$ cat src/rtl/bit_to_stream.sv
// Bit-serial to word deserializer with valid/ready on both sides and a single output holding register.
// Define BIT_TO_STREAM_LSB_FIRST_EN to pack least significant bit first (default: MSB first).
module bit_to_stream #(
  parameter int WIDTH = 32
) (
  input  logic             clk_gen,
  input  logic             rstn,
  input  logic             align,
  input  logic             bits_in_tvalid,
  output logic             bits_in_tready,
  input  logic             bits_in_tdata,
  output logic             words_out_tvalid,
  input  logic             words_out_tready,
  output logic [WIDTH-1:0] words_out_tdata
);

  localparam int CNT_W = (WIDTH > 2) ? $clog2(WIDTH) : 1;
  localparam logic [CNT_W-1:0] CNT_LAST = CNT_W'(WIDTH - 1);

  logic [WIDTH-2:0] sr;
  logic [CNT_W-1:0] cnt;
  logic [WIDTH-1:0] out_data;
  logic             out_valid;

  logic             last_bit;
  logic             bit_beat;
  logic             word_beat;
  logic [WIDTH-1:0] packed_word;
  logic [WIDTH-2:0] sr_next;

  assign last_bit  = (cnt == CNT_LAST);
  assign bits_in_tready = rstn & ~align & (~last_bit | ~out_valid | words_out_tready);
  assign bit_beat  = bits_in_tvalid & bits_in_tready;
  assign word_beat = out_valid & words_out_tready;

  // packed_word doubles as the shifted register image, so WIDTH=2 needs no special slicing.
`ifdef BIT_TO_STREAM_LSB_FIRST_EN
  assign packed_word = {bits_in_tdata, sr};
  assign sr_next     = packed_word[WIDTH-1:1];
`else
  assign packed_word = {sr, bits_in_tdata};
  assign sr_next     = packed_word[WIDTH-2:0];
`endif

  always_ff @(posedge clk_gen) begin
    if (!rstn) begin
      sr        <= '0;
      cnt       <= '0;
      out_data  <= '0;
      out_valid <= 1'b0;
    end else begin
      if (align) begin
        sr  <= '0;
        cnt <= '0;
      end else if (bit_beat) begin
        if (last_bit) begin
          cnt <= '0;
        end else begin
          sr  <= sr_next;
          cnt <= cnt + 1'b1;
        end
      end

      // A completing word in the same cycle as a word beat simply replaces the held one.
      if (bit_beat && last_bit) begin
        out_data  <= packed_word;
        out_valid <= 1'b1;
      end else if (word_beat) begin
        out_valid <= 1'b0;
      end
    end
  end

  assign words_out_tvalid = out_valid;
  assign words_out_tdata  = out_data;

endmodule

$ cat config.mk
export PLATFORM = sky130hd
export DESIGN_NAME = bit_to_stream
export DESIGN_NICKNAME = d
export VERILOG_FILES = /design/src/rtl/bit_to_stream.sv
export SDC_FILE = /design/constraint.sdc
export NUM_CORES = 1
export LEC_CHECK = 0
export ABC_AREA = 1
export CAP_MARGIN = 40
export CORE_ASPECT_RATIO = 1.25
export CORE_MARGIN = 2
export CORE_UTILIZATION = 57
export DETAILED_ROUTE_END_ITERATION = 8
export HOLD_SLACK_MARGIN = 0.1
export PLACE_DENSITY = 0.83
export SLEW_MARGIN = 20
export SYNTH_ARGS = -nofsm -noshare
export SYNTH_HDL_FRONTEND = slang
export SYNTH_SLANG_ARGS = --single-unit
export TNS_END_PERCENT = 100
$ cat constraint.sdc
create_clock -name clk_gen -period 2.7 [get_ports clk_gen]
set_input_delay 0.405 -clock clk_gen [delete_from_list [all_inputs] [get_ports clk_gen]]
set_output_delay 0.405 -clock clk_gen [all_outputs]
set_load 0.02 [all_outputs]
==> results.cfg <==
[outcome]
status = completed

[placed_design]
numPortBuffers = 39
gp_congestion = 0.714
place_hpwl_mm = 3.16
place_ws_ns = 0.418

[sta]
tightest_slew_ns = 0.502
max_freq_ghz = 0.442
fin_ws_ns = 0.440
finalCriticalPeriod_ns = 2.26
slew_headroom = 0.665
fin_skew_ns = 0.00580
slew_violations = 0
setup_viol = 0
final_hold_viol_count = 0
setup_tns_ns = 0
rsz0062_at_grt = no
post-route-period-util = 0.837

[floorplan]
rows = 28
initial_utilization = 0.579
coreArea_sq_um = 4660
boundaryPins = 40
die_w_microns = 65.5
die_area_sq_um = 5300
fp.dieH_microns = 80.9

[final_layout]
layout_common_cells = nand2_1, nor2_1, dfxtp_1
insertedDiodeCount = 0
final_nets = 427
final_common_cell = nand2_1
fillers = 406
drive_above_1_share = 0.0498
area_growth_pct = 20.0
utilization = 0.695

[routing]
routed_wl_mm = 4.89
drcViolationCount = 0
dr.pass1.iters = 4
via_per_inst = 4.73
initialDrtViolationCount = 102
detail-route-antenna-nets = 0
dr_total_vias = 2280
post_drt_wl_per_cell_microns = 10.1

[critical_path]
worstPathArrival_ns = 1.86
cp_max_fo = 5
endpoint_kind = output pin
cpMostUsedCell = nor2_1
critPathLaunchType = register
crit_type = register to output pin
slowest_delay_ns = 0.33
slowest_stage = dfxtp_1
crit_chain = ha_1, nand2_1, nor2_1, ha_1, nand2_1, nor2_1, nor2_1, dlymetal6s2s_1
cp.required_ns = 2.30

[cts]
cts_tree = yes
post_cts_buffers = 0
hold_buffers = 0
clock_latency_ns = 0.33
clk_pin_slew_ns = 0.07
cts_buffers = 9
clk_path_buf_depth = 2
cts.sinks = 69
cts_root_buffer = clkbuf_8
htree_levels = 3
cts-resized-gates = 0

[logic_synthesis]
yosysWarnings = 0
synth_top_area_frac = 0.512
synth_largest_area_cell = dfxtp_1
ys_seq_area_frac = 0.512
avgSynthCellArea_sq_um = 7.03
netlist_instances = 384
synth_area_sq_um = 2700
ys_seq_elements = 69
synthDistinctLibCells = 19
synth_area_leaders = dfxtp_1, nand2_1, nor2_1, a21oi_1, inv_1
syn_nets = 392

[run]
drv_cap = 0

[global_route]
grt_pass1_vias = 2025
antenna_found_initial = 0
grt_usage = 0.206
gr-total-overflow = 0
grt_pass1_wl_mm = 8.39
grt_max_degree = 38

[power]
powerDensity_nw_per_um2 = 535
p_leak_nw = 1.49
ir_drop_v = 0.000319

[worst_hold_path]
min_path_type = register to register
## critical path, delay by kind of cell, from the launching register on
kind | cells | cell delay [ns]
simple gates | 5 | 0.46
fa+ha+maj | 2 | 0.46
flops | 1 | 0.33
buf+inv | 1 | 0.27
## report_power, final
part / leakage (nW) / total (W) / switching (W) / internal (W)
combinational: 0.852 / 0.0000510 / 0.0000363 / 0.0000146
clock: 0.0788 / 0.000661 / 0.000342 / 0.000318
sequential: 0.555 / 0.00102 / 0.000000588 / 0.00102
total: 1.49 / 0.00173 / 0.000379 / 0.00135
## sequential cells by signal (all words and copies together) (netlist names)
signal,flops
cnt,5
words_out_tdata,32
sr,31
words_out_tvalid,1
## worst paths after layout
kind / start / endpoint / slack, ns / cells past startpoint
worst min-delay path: sr[30] / sr[30] / 0.47 / 2
worst min register to register: sr[30] / sr[30] / 0.47 / 2
worst max-delay path: cnt[0] / bits_in_tready / 0.44 / 8
worst max register to register: cnt[0] / sr[18] / 0.79 / 9
## per-layer routing
metal	global-route usage	up-vias	wire, microns
li1	-	1222	-
met1	0.225	1011	2160
met2	0.362	37	2450
met3	0.0540	10	178
met4	0.115	0	99
met5	0	-	0
## through the flow
stage          cells  hold slack (ns)  power, W  area [sq um]
6_report         482            0.466   0.00173          3240
5_1_grt          482            0.486   0.00180          3240
4_1_cts          482            0.468   0.00175          3240
3_5_place_dp     468            0.458   0.00109          3090
3_3_place_gp     468            0.452   0.00109          3090
2_1_floorplan    384            0.445   0.00108          2700
## logic make-up after synthesis
logic type                 synth area share
and+or+nand+nor                       0.314
xor gates and xnor gates            0.00325
adders and majority gates           0.00927
buffers and inverters                0.0960
DFF                                   0.512
AOI/OAI and AO/OA                    0.0654
## synthesized netlist by cell type
library cell and instances:
nand2_1 136, dfxtp_1 69, nand3_1 7, a31oi_1 1
inv_2 2, o21ai_0 1, clkbuf_1 6, buf_6 2
nor2_1 71, nand4_1 2, ha_1 2, xor2_1 1
nand4_2 1, buf_2 6, inv_1 37, a21oi_1 33
buf_4 4, nor2_4 1, buf_1 2
## final cells by class
| cell class | count | area, sq um | area share |
|---|---|---|---|
| clock buffer | 11 | 131 | 0.0406 |
| clock inverter | 3 | 15.0 | 0.00464 |
| inverter | 39 | 146 | 0.0452 |
| multi-input combinational | 256 | 1060 | 0.327 |
| sequential | 69 | 1380 | 0.427 |
| tap | 60 | 75.1 | 0.0232 |
| timing repair buffer | 44 | 430 | 0.133 |
Power figures use the tool's default switching activity.
==> patch: new RTL, same flow settings <==
Set the parameter `WIDTH` to 16 (it was 32).
--- a/src/rtl/bit_to_stream.sv
+++ b/src/rtl/bit_to_stream.sv
@@ -3,3 +3,3 @@
 module bit_to_stream #(
-  parameter int WIDTH = 32
+  parameter int WIDTH = 16
 ) (
Ports: changed (resized words_out_tdata); port bits go from 40 to 24. The function was not compared with the original's and may differ.
==> patch against the original RTL <==
Count of clock-buffer cells in the layout shrank 3; power shrank 50%; wire length shrank 45%; area after synthesis shrank 46%; clock skew is essentially flat; core utilization grew 3.3 points; die area shrank 44%; cell count shrank 50%; sequential share of layout area shrank 1.9 points; sequential cell count shrank 33; design area shrank 45%; setup slack lost 0.035 ns; critical path type unchanged; highest routed layer unchanged.
==> patch: results (changes against the original RTL) <==
Pwr
The internal power of the cells was 0.678 mW (-50%). The maximum VDD drop is 0.370 mV (+16%). The proportion of power drawn by flip-flops and latches was 61.3% (+2.4 points). The static power due to leakage is 0.618 nW (-58%).

Synth
The number of distinct library cells after synthesis is 21 (+2). The synthesized instance count is 179 (-53%). After synthesis, the cell types taking the most area are sky130_fd_sc_hd__dfxtp_1 50%, sky130_fd_sc_hd__nand2_1 8.8%, sky130_fd_sc_hd__a21oi_1 8.3%, sky130_fd_sc_hd__a21oi_2 6.0%, sky130_fd_sc_hd__nand2_2 4.7%. The number of nets produced by synthesis came to 186 (-53%).

CTS
The CTS H-tree depth came to 2 (-1). The clock-pin slew of the registers on the worst-case setup and hold paths was 0.10 ns (+0.03 ns). The number of buffers created by CTS was 5 (-4). The root buffer cell is sky130_fd_sc_hd__clkbuf_4.

Cells and area
The count of multi-input gates was 117 (-54%). The buffering overhead is 14.7% (+1.4 points). The net count of the finished layout is 213 (-50%).

The post-route non-filler standard cell count is 240 (-50%). The fraction of area in clock buffers and inverters is 3.33% (-1.2 points).

Setup path
Broken down by cell family, the worst path's largest delay share belongs to buffers and inverters. The maximum fanout count along the critical path is 4 (-1). The slowest cell on the critical path is sky130_fd_sc_hd__clkdlybuf4s50_1. The internal reg-to-reg setup slack came to 1.14 ns (+0.35 ns). The reg-to-reg critical path endpoint is words_out_tdata[14]. The worst-case reg-to-reg path depth is 7 (-2).

Placement
The worst slack at placement is 0.436 ns (+0.0183 ns). The total of buffers placed on input and output ports was 23 (-41%). The HPWL after detailed placement is 1.91 mm (-39%).

STA
The transition time of the tightest slew-check pin is 0.409 ns (-0.0938 ns). The setup skew after layout is 0.00594 ns (+0.000144 ns). The final period demand of the worst path was 2.30 ns (+0.0354 ns).

Status
The flow ran to the end, and the final reports show no timing, DRC or antenna violations.

Worst hold path
In this run the most critical hold path is launched from sr[12].

Global route
The overall fraction of global-route tracks in use is 21.1% (+0.42 points).

Drt
The met2 wire length is 1.30 mm (-47%). The vias per cell is 4.91 (+3.9%). The post-detailed-route wirelength per cell is 11.2 um (+10%).
==> patch: cell types whose count changed after synthesis, sizes merged, moves of 3 or more <==
cell,before,now
dfxtp,69,36
o21ai,1,9
nand3,7,4
buf,14,5
clkbuf,6,2
nand2,136,45
nor2,72,19
inv,39,18
==> patch: logic make-up after synthesis <==
logic type / share of synthesized area, %
compound gates: 17.9
xor+xnor: 0.603
fa+ha+maj: 0.860
buf+inv: 8.26
flops: 49.6
simple gates: 22.8
==> patch: per-stage QoR <==
stage | hold slack, ns | area (um^2) | total power, mW | utilization (%)
4_1_cts | 0.469 | 1770 | 0.885 | 72.8
3_3_place_gp | 0.444 | 1710 | 0.589 | 70.4
3_5_place_dp | 0.454 | 1710 | 0.591 | 70.4
5_1_grt | 0.486 | 1770 | 0.910 | 72.8
2_1_floorplan | 0.436 | 1450 | 0.573 | -
6_report | 0.466 | 1770 | 0.874 | 72.8
